File: src/rtl/lfsr_pkg.sv
// Shared definitions for the XNOR LFSR bank: maximal-length tap masks and
// the XNOR parity feedback function used by every channel.
package lfsr_pkg;

  localparam int MAX_W = 64;

  // Masks use bit (t-1) for tap t, so the MSB is always part of the feedback.
  function automatic logic [MAX_W-1:0] default_taps(input int w);
    logic [MAX_W-1:0] taps;
    taps = '0;
    case (w)
      4:       taps = 64'h0000_000C;
      5:       taps = 64'h0000_0014;
      6:       taps = 64'h0000_0030;
      7:       taps = 64'h0000_0060;
      8:       taps = 64'h0000_00B8;
      9:       taps = 64'h0000_0110;
      10:      taps = 64'h0000_0240;
      11:      taps = 64'h0000_0500;
      12:      taps = 64'h0000_0829;
      13:      taps = 64'h0000_100D;
      14:      taps = 64'h0000_2015;
      15:      taps = 64'h0000_6000;
      16:      taps = 64'h0000_B400;
      17:      taps = 64'h0001_2000;
      18:      taps = 64'h0002_0400;
      19:      taps = 64'h0004_0023;
      20:      taps = 64'h0009_0000;
      21:      taps = 64'h0014_0000;
      22:      taps = 64'h0030_0000;
      23:      taps = 64'h0042_0000;
      24:      taps = 64'h00E1_0000;
      default: taps = '0;
    endcase
    return taps;
  endfunction

  function automatic logic xnor_fb(input logic [MAX_W-1:0] state,
                                   input logic [MAX_W-1:0] taps);
    return ~^(state & taps);
  endfunction

endpackage

File: src/rtl/lfsr_chan.sv
// One XNOR Fibonacci LFSR channel with its own prescaler, seed load and
// lock-up seed rejection.
module lfsr_chan
  import lfsr_pkg::*;
#(
  parameter int               WIDTH = 16,
  parameter logic [WIDTH-1:0] TAPS  = 16'hB400,
  parameter int               DIV_W = 8
) (
  input  logic             clk,
  input  logic             rst_n,
  input  logic             load,
  input  logic [WIDTH-1:0] load_val,
  input  logic             en,
  input  logic [DIV_W-1:0] div,
  output logic [WIDTH-1:0] state,
  output logic             step,
  output logic             wrap,
  output logic             lock_rej
);

  logic [WIDTH-1:0] state_q, state_d;
  logic [DIV_W-1:0] cnt_q, cnt_d;
  logic             step_q, step_d;
  logic             wrap_q, wrap_d;
  logic             lock_q, lock_d;
  logic [WIDTH-1:0] shifted;

  assign shifted = {state_q[WIDTH-2:0],
                    xnor_fb(MAX_W'(state_q), MAX_W'(TAPS))};

  // An all-ones seed would freeze an XNOR LFSR, so it is replaced by zero.
  always_comb begin
    state_d = state_q;
    cnt_d   = cnt_q;
    step_d  = 1'b0;
    wrap_d  = 1'b0;
    lock_d  = lock_q;
    if (load) begin
      cnt_d = div;
      if (load_val == '1) begin
        state_d = '0;
        lock_d  = 1'b1;
      end else begin
        state_d = load_val;
      end
    end else if (en) begin
      if (cnt_q == '0) begin
        state_d = shifted;
        cnt_d   = div;
        step_d  = 1'b1;
        wrap_d  = (shifted == '0);
      end else begin
        cnt_d = cnt_q - 1'b1;
      end
    end
  end

  always_ff @(posedge clk) begin
    if (!rst_n) begin
      state_q <= '0;
      cnt_q   <= '0;
      step_q  <= 1'b0;
      wrap_q  <= 1'b0;
      lock_q  <= 1'b0;
    end else begin
      state_q <= state_d;
      cnt_q   <= cnt_d;
      step_q  <= step_d;
      wrap_q  <= wrap_d;
      lock_q  <= lock_d;
    end
  end

  assign state    = state_q;
  assign step     = step_q;
  assign wrap     = wrap_q;
  assign lock_rej = lock_q;

endmodule

File: src/rtl/xnor_lfsr_bank.sv
// Bank of independent XNOR-feedback LFSR noise generators, each with its own
// prescaler and run-time seed load.
module xnor_lfsr_bank
  import lfsr_pkg::*;
#(
  parameter int               WIDTH    = 16,
  parameter logic [WIDTH-1:0] TAPS     = 16'hB400,
  parameter int               CHANNELS = 4,
  parameter int               DIV_W    = 8,
  localparam int              LCH_W    = (CHANNELS > 1) ? $clog2(CHANNELS) : 1
) (
  input  logic                      CLK,
  input  logic                      RESETL,
  input  logic                      LOAD,
  input  logic [LCH_W-1:0]          LOAD_CH,
  input  logic [WIDTH-1:0]          LOAD_VAL,
  input  logic [CHANNELS-1:0]       EN,
  input  logic [CHANNELS*DIV_W-1:0] DIV,
  output logic [CHANNELS*WIDTH-1:0] STATE_OUT,
  output logic [CHANNELS-1:0]       BIT_OUT,
  output logic [CHANNELS-1:0]       STEP,
  output logic [CHANNELS-1:0]       WRAP,
  output logic                      LOCK_ERR
);

  logic [CHANNELS-1:0] lock_vec;

  // Channel indices that do not fit in CHANNELS never match, so those loads drop.
  for (genvar c = 0; c < CHANNELS; c++) begin : g_chan
    logic             chan_load;
    logic [WIDTH-1:0] chan_state;

    assign chan_load = LOAD && (LOAD_CH == LCH_W'(c));

    lfsr_chan #(
      .WIDTH (WIDTH),
      .TAPS  (TAPS),
      .DIV_W (DIV_W)
    ) u_chan (
      .clk      (CLK),
      .rst_n    (RESETL),
      .load     (chan_load),
      .load_val (LOAD_VAL),
      .en       (EN[c]),
      .div      (DIV[c*DIV_W +: DIV_W]),
      .state    (chan_state),
      .step     (STEP[c]),
      .wrap     (WRAP[c]),
      .lock_rej (lock_vec[c])
    );

    assign STATE_OUT[c*WIDTH +: WIDTH] = chan_state;
    assign BIT_OUT[c]                  = chan_state[WIDTH-1];
  end

  assign LOCK_ERR = |lock_vec;

endmodule

File: config.mk
export PLATFORM = sky130hd
export DESIGN_NAME = xnor_lfsr_bank
export DESIGN_NICKNAME = d
export VERILOG_FILES = /design/src/rtl/lfsr_pkg.sv /design/src/rtl/lfsr_chan.sv /design/src/rtl/xnor_lfsr_bank.sv
export SDC_FILE = /design/constraint.sdc
export NUM_CORES = 1
export LEC_CHECK = 0
export CAP_MARGIN = 20
export CORE_ASPECT_RATIO = 1.25
export CORE_UTILIZATION = 45
export DETAILED_ROUTE_END_ITERATION = 8
export GPL_ROUTABILITY_DRIVEN = 0
export PLACE_DENSITY_LB_ADDON = 0.08
export SETUP_SLACK_MARGIN = 0.15
export SYNTH_ARGS = -nofsm -noshare
export SYNTH_HDL_FRONTEND = slang
export SYNTH_SLANG_ARGS = --single-unit
File: constraint.sdc
create_clock -name CLK -period 3.04 [get_ports CLK]
set_input_delay 0.304 -clock CLK [delete_from_list [all_inputs] [get_ports CLK]]
set_output_delay 0.304 -clock CLK [all_outputs]
set_load 0.05 [all_outputs]
; ---- Word-level counts from Yosys, hierarchy flattened
; Cells that the tools add are included.
[word_totals]
reg_bits = 108
in_bits = 57
out_inout_bits = 77
elab_cells = 108
[classes]
add_sub_neg = 4
eq_ne = 4
muxes = 29
n_bitwise = 9
n_reduce_logical = 42
[ops]
columns = operator, n
row1 = $reduce_xnor A64 Y1, 4
row2 = $mux W16, 13
row3 = $mux W8, 12
row4 = $logic_not A16 Y1, 4
row5 = $logic_not A8 Y1, 4
row6 = $sub A8 B1 Y8 const B, 4
row7 = $reduce_or A4 Y1, 5
row8 = $eq A16 B16 Y1 const B, 1
row9 = $reduce_and A2 Y1, 8
row10 = $reduce_bool A2 Y1, 8
row11 = $reduce_or A3 Y1, 4
row12 = $not A1 Y1, 9
row13 = $eq A2 B2 Y1 const B, 2
row14 = $logic_and A1 B1 Y1, 4
row15 = $mux W1, 4
row16 = $eq A2 B1 Y1 const B, 1
row17 = $logic_not A2 Y1, 1

; ---- Longest topological paths before layout
[logic_depth]
depth_word = 4
ltp_mapped = 8
ltp_nobuf = 6

; ---- Cells and area by module
; A second synthesis with hierarchy kept.
[unflattened]
cells_unflattened = 673
area_unflattened_um2 = 5631.7
[by_module_without_submodules]
columns = mod, n_inst, cells_each, area_each_um2, seq_area_each_um2
row1 = lfsr_chan at g_chan[2].u_chan ..., 2, 168, 1391.3, 540.5
row2 = lfsr_chan at g_chan[0].u_chan ..., 2, 164, 1390.1, 540.5
row3 = xnor_lfsr_bank, 1, 9, 68.8, 0.0

; ---- Worst setup path after synthesis
; No wires, ideal clock.
[synth_path]
path_kind = register to register
startpoint = register g_chan[0].u_chan.cnt_q[0]
endpoint = register g_chan[0].u_chan.state_q[13]
setup_time_ns = 0.086
t_arrival_ns = 1.827
t_required_ns = 2.954
slack_ns = 1.127
stages_incl_launch_ff = 9
synth_period_minus_slack_ns = 1.913
path_cell_list = dfxtp_1 -> inv_1 -> ha_1 -> nor4b_2 -> nand3_1 -> buf_2 -> buf_2 -> mux2i_1 -> a211oi_1
[synth_via]
elab_chain_len = 3
[synth_rtl]
columns = element, line_no
row1 = start: declaration, lfsr_chan.sv:23  ; logic [DIV_W-1:0] cnt_q, cnt_d;
row2 = start signal: assignment, lfsr_chan.sv:68  ; cnt_q <= cnt_d;
row3 = $logic_not A8 Y1, lfsr_chan.sv:48  ; if (cnt_q == '0) begin
row4 = $reduce_bool A2 Y1 (no line), n/a
row5 = $reduce_and A2 Y1 (no line), n/a
row6 = end signal: assignment, lfsr_chan.sv:67  ; state_q <= state_d;
row7 = end: declaration, lfsr_chan.sv:22  ; logic [WIDTH-1:0] state_q, state_d;
; Every way passes these cells.
; A chain may end at the register's enable or synchronous reset.

; ---- Worst setup path in the final report
[layout_path]
startpoint = register g_chan[1].u_chan.cnt_q[0]
endpoint = register g_chan[1].u_chan.state_q[3]
[layout_via]
elab_chain_len = 3
[layout_rtl]
columns = element, line_no
row1 = start: declaration, lfsr_chan.sv:23
row2 = start signal: assignment, lfsr_chan.sv:68
row3 = $logic_not A8 Y1, lfsr_chan.sv:48
row4 = $reduce_bool A2 Y1 (no line), n/a
row5 = $reduce_and A2 Y1 (no line), n/a
row6 = end signal: assignment, lfsr_chan.sv:67
row7 = end: declaration, lfsr_chan.sv:22
; Every way passes these cells.

==> impl_results.md <==
* Status: finished clean
* Worst setup SP type: flop
* Post-Synth Simple-Gate Area at 19.90%
* Synth Instances at 683
* Hold_sp: g_chan[2].u_chan.lock_rej
* NumNets Final at 857
* Post-Synth Adder-Cell Area at 1.741%
* Largest net degree at the start of global routing at 69
* Residual DRC at 0
* Worst Setup SP: g_chan[1].u_chan.cnt_q[0]
* Pins Over Slew Limit at 0
* Kind of critical path: flop to flop
* Skew final at 0.006972 ns
* Syn_area_per_cell at 8.416 sq um
* Clk slew on worst S/H paths at 0.07 ns
* Post-DR wirelength/cell at 18.57 microns
* CTS tree: done
* Global Route Usage Sum at 27.18%
* Leakage at 0.002735 uW
* Number of buffers added on ports at 133
* Post-DRT Antenna Nets at 0
* Top-area cell type share of the netlist area at 37.61%
* Setup repair after global routing missed its margin: no
* Yosys warning count at 0
* # fillers at 1124
* Pwr dens at 864.0 nW/um^2
* Max clock buf depth at 2
* Mux contribution to synthesized area at 6.791%
* # clock sinks at 108
* Largest family of logic cells by synthesized area: compound AO/OA/AOI/OAI gates
* Ys async rst share at 0%
* Final setup vio count at 0
* Yosys cell types at 64
* Worst-Skew Late Latency at 0.36 ns
* Post-synth EDFFs at 0
* Hold Path Class: flop to flop
* Vias per cell at 6.007
* Final hold viol count at 0
* Chip Height at 128.4 microns
* Period utilization at 76.75%
* Peak VDD IR at 457.8 uV
* Post-synth top cells: dfxtp_1 (108), a21oi_1 (75), o21ai_0 (52)
* FP Rows at 45
* TritonRoute pass-1 iters at 5
* Core Footprint at 12270 sq um
* Number of global-route vias before repair at 5485
* Mapped Area at 5748 sq um
* Arrival time worst endpoint at 2.57 ns
* Seq/Total Area, Yosys at 37.61%
* Reg-to-Reg Start: g_chan[1].u_chan.cnt_q[0]
* Grt ovf at 0
* Die area at 13230 sq um
* # resized after CTS at 0
* #FFs+latches synth at 108
* Area delta synth->final at 30.52%
* Via count at 5773
* CP endpoint kind: flop
* Post-synthesis xor/xnor area fraction at 2.133%
* Starting density of the core at 46.83%
* Layout cell share with drive strength beyond 1 at 8.156%
* Die W at 103.1 microns
* Compound-Gate Fraction of Synth Area at 25.60%
* Most common cell in the synthesized netlist: dfxtp_1
* Final Power at 6482 uW
* Max-Cap Viols at 0
* Area leader, netlist: dfxtp_1
* Routed WL at 17850 microns
* Hold_buf cts at 0
* Antenna violations before repair at 0
* Max Fclk at 428.6 MHz
* Ports at 134
* First-pass GRT wire length at 27750 microns
* Top_reg_cell synth: dfxtp_1
* Min Tclk post-route at 2.333 ns
* Total negative slack at 0 ns
* Area contributors post-synth: dfxtp_1 (38%), mux2i_1 (6.8%), a21oi_1 (6.5%)
* Worst slew pin tran at 0.7691 ns
* CTS root buf: clkbuf_16
* Max-Slew Margin vs Limit at 48.72%
* Crit path max fanout at 15
* Worst path required time at 3.27 ns
* H-tree depth at 3
* Post-DP HPWL at 12830 microns
* Synthesized Nets at 748
* CTS Buf Count at 9
* Number of antenna diodes at 0
* Post-CTS Setup Bufs at 0
* DRT iter0 DRCs at 406
## registers in the layout (all words and copies together) (netlist names)
| name | cells |
|---|---|
| g_chan.u_chan.step | 4 |
| g_chan.u_chan.cnt_q | 32 |
| g_chan.u_chan.wrap | 4 |
| g_chan.u_chan.lock_rej | 4 |
| g_chan.u_chan.state | 64 |
## worst paths after layout
path | endpoint | slack (ns) | cells past startpoint
setup / recovery | g_chan[1].u_chan.state[3] | 0.71 | 7
hold / removal | g_chan[2].u_chan.lock_rej | 0.46 | 1
setup reg to reg | g_chan[1].u_chan.state[3] | 0.71 | 7
hold reg to reg | g_chan[2].u_chan.lock_rej | 0.46 | 1
## placed cells by master, fill, tap and decap left out, drive strengths merged, types with 10 or more instances in the layout
| master | count |
|---|---|
| clkdlybuf4s50 | 133 |
| dfxtp | 108 |
| a21oi | 75 |
| o21ai | 53 |
| a211oi | 41 |
| mux2i | 39 |
| nor3 | 38 |
| nand2 | 36 |
| buf | 30 |
| nand3 | 22 |
| nor2 | 21 |
| nor4 | 21 |
| a31oi | 16 |
| inv | 14 |
| clkbuf | 10 |
## layout make-up
cell class | instances | area (sq um) | share of cell area, %
Multi-Input combinational cell | 496 | 3232 | 43.08
Clock inverter | 6 | 65.06 | 0.8672
Tap cell | 164 | 205.2 | 2.735
Timing Repair Buffer | 163 | 1556 | 20.75
Sequential cell | 108 | 2162 | 28.82
Inverter | 14 | 52.55 | 0.7005
Clock buffer | 10 | 229.0 | 3.052
## critical path, stage by stage, from the launching register on
cell and delay (ns):
dfxtp_1 0.38, inv_1 0.11, ha_1 0.19, or4bb_1 0.57, nor2_2 0.24, buf_4 0.32, mux2i_1 0.28, a211oi_1 0.10
## per-stage QoR
stage / instance area, sq um / utilization, % / cells / hold WS (ns) / setup WS, ns
floorplan: 5748 / - / 683 / 0.4209 / 1.127
global placement: 7208 / 58.73 / 945 / 0.4428 / 0.4404
detailed placement: 7208 / 58.73 / 945 / 0.4504 / 0.3985
CTS: 7502 / 61.12 / 961 / 0.4678 / 0.6950
global route: 7502 / 61.12 / 961 / 0.4888 / 0.5725
finish: 7502 / 61.12 / 961 / 0.4636 / 0.7069
## report_power, final
group	switching, uW	internal (uW)
logic	1870	1250
registers	418	1760
clock network	548	640
total	2830	3650
## routing by layer
layer | global-route usage, % | vias to the layer above | share of wire (%)
li1 | - | 2782 | -
met1 | 31.82 | 2742 | 40
met2 | 47.92 | 206 | 51
met3 | 4.291 | 43 | 5.1
met4 | 12.84 | 0 | 3.1
met5 | 0 | - | 0
## logic make-up (layout without fill, tap and decap cells)
| family | count (synthesis) | count (layout) |
|---|---|---|
| adders and majority gates | 8 | 8 |
| muxes | 39 | 39 |
| buffers and inverters | 79 | 193 |
| AOI/OAI and AO/OA | 234 | 234 |
| and+or+nand+nor | 201 | 201 |
| DFF | 108 | 108 |
| xor gates and xnor gates | 14 | 14 |
Note: power is estimated with default switching activity, not from simulation.
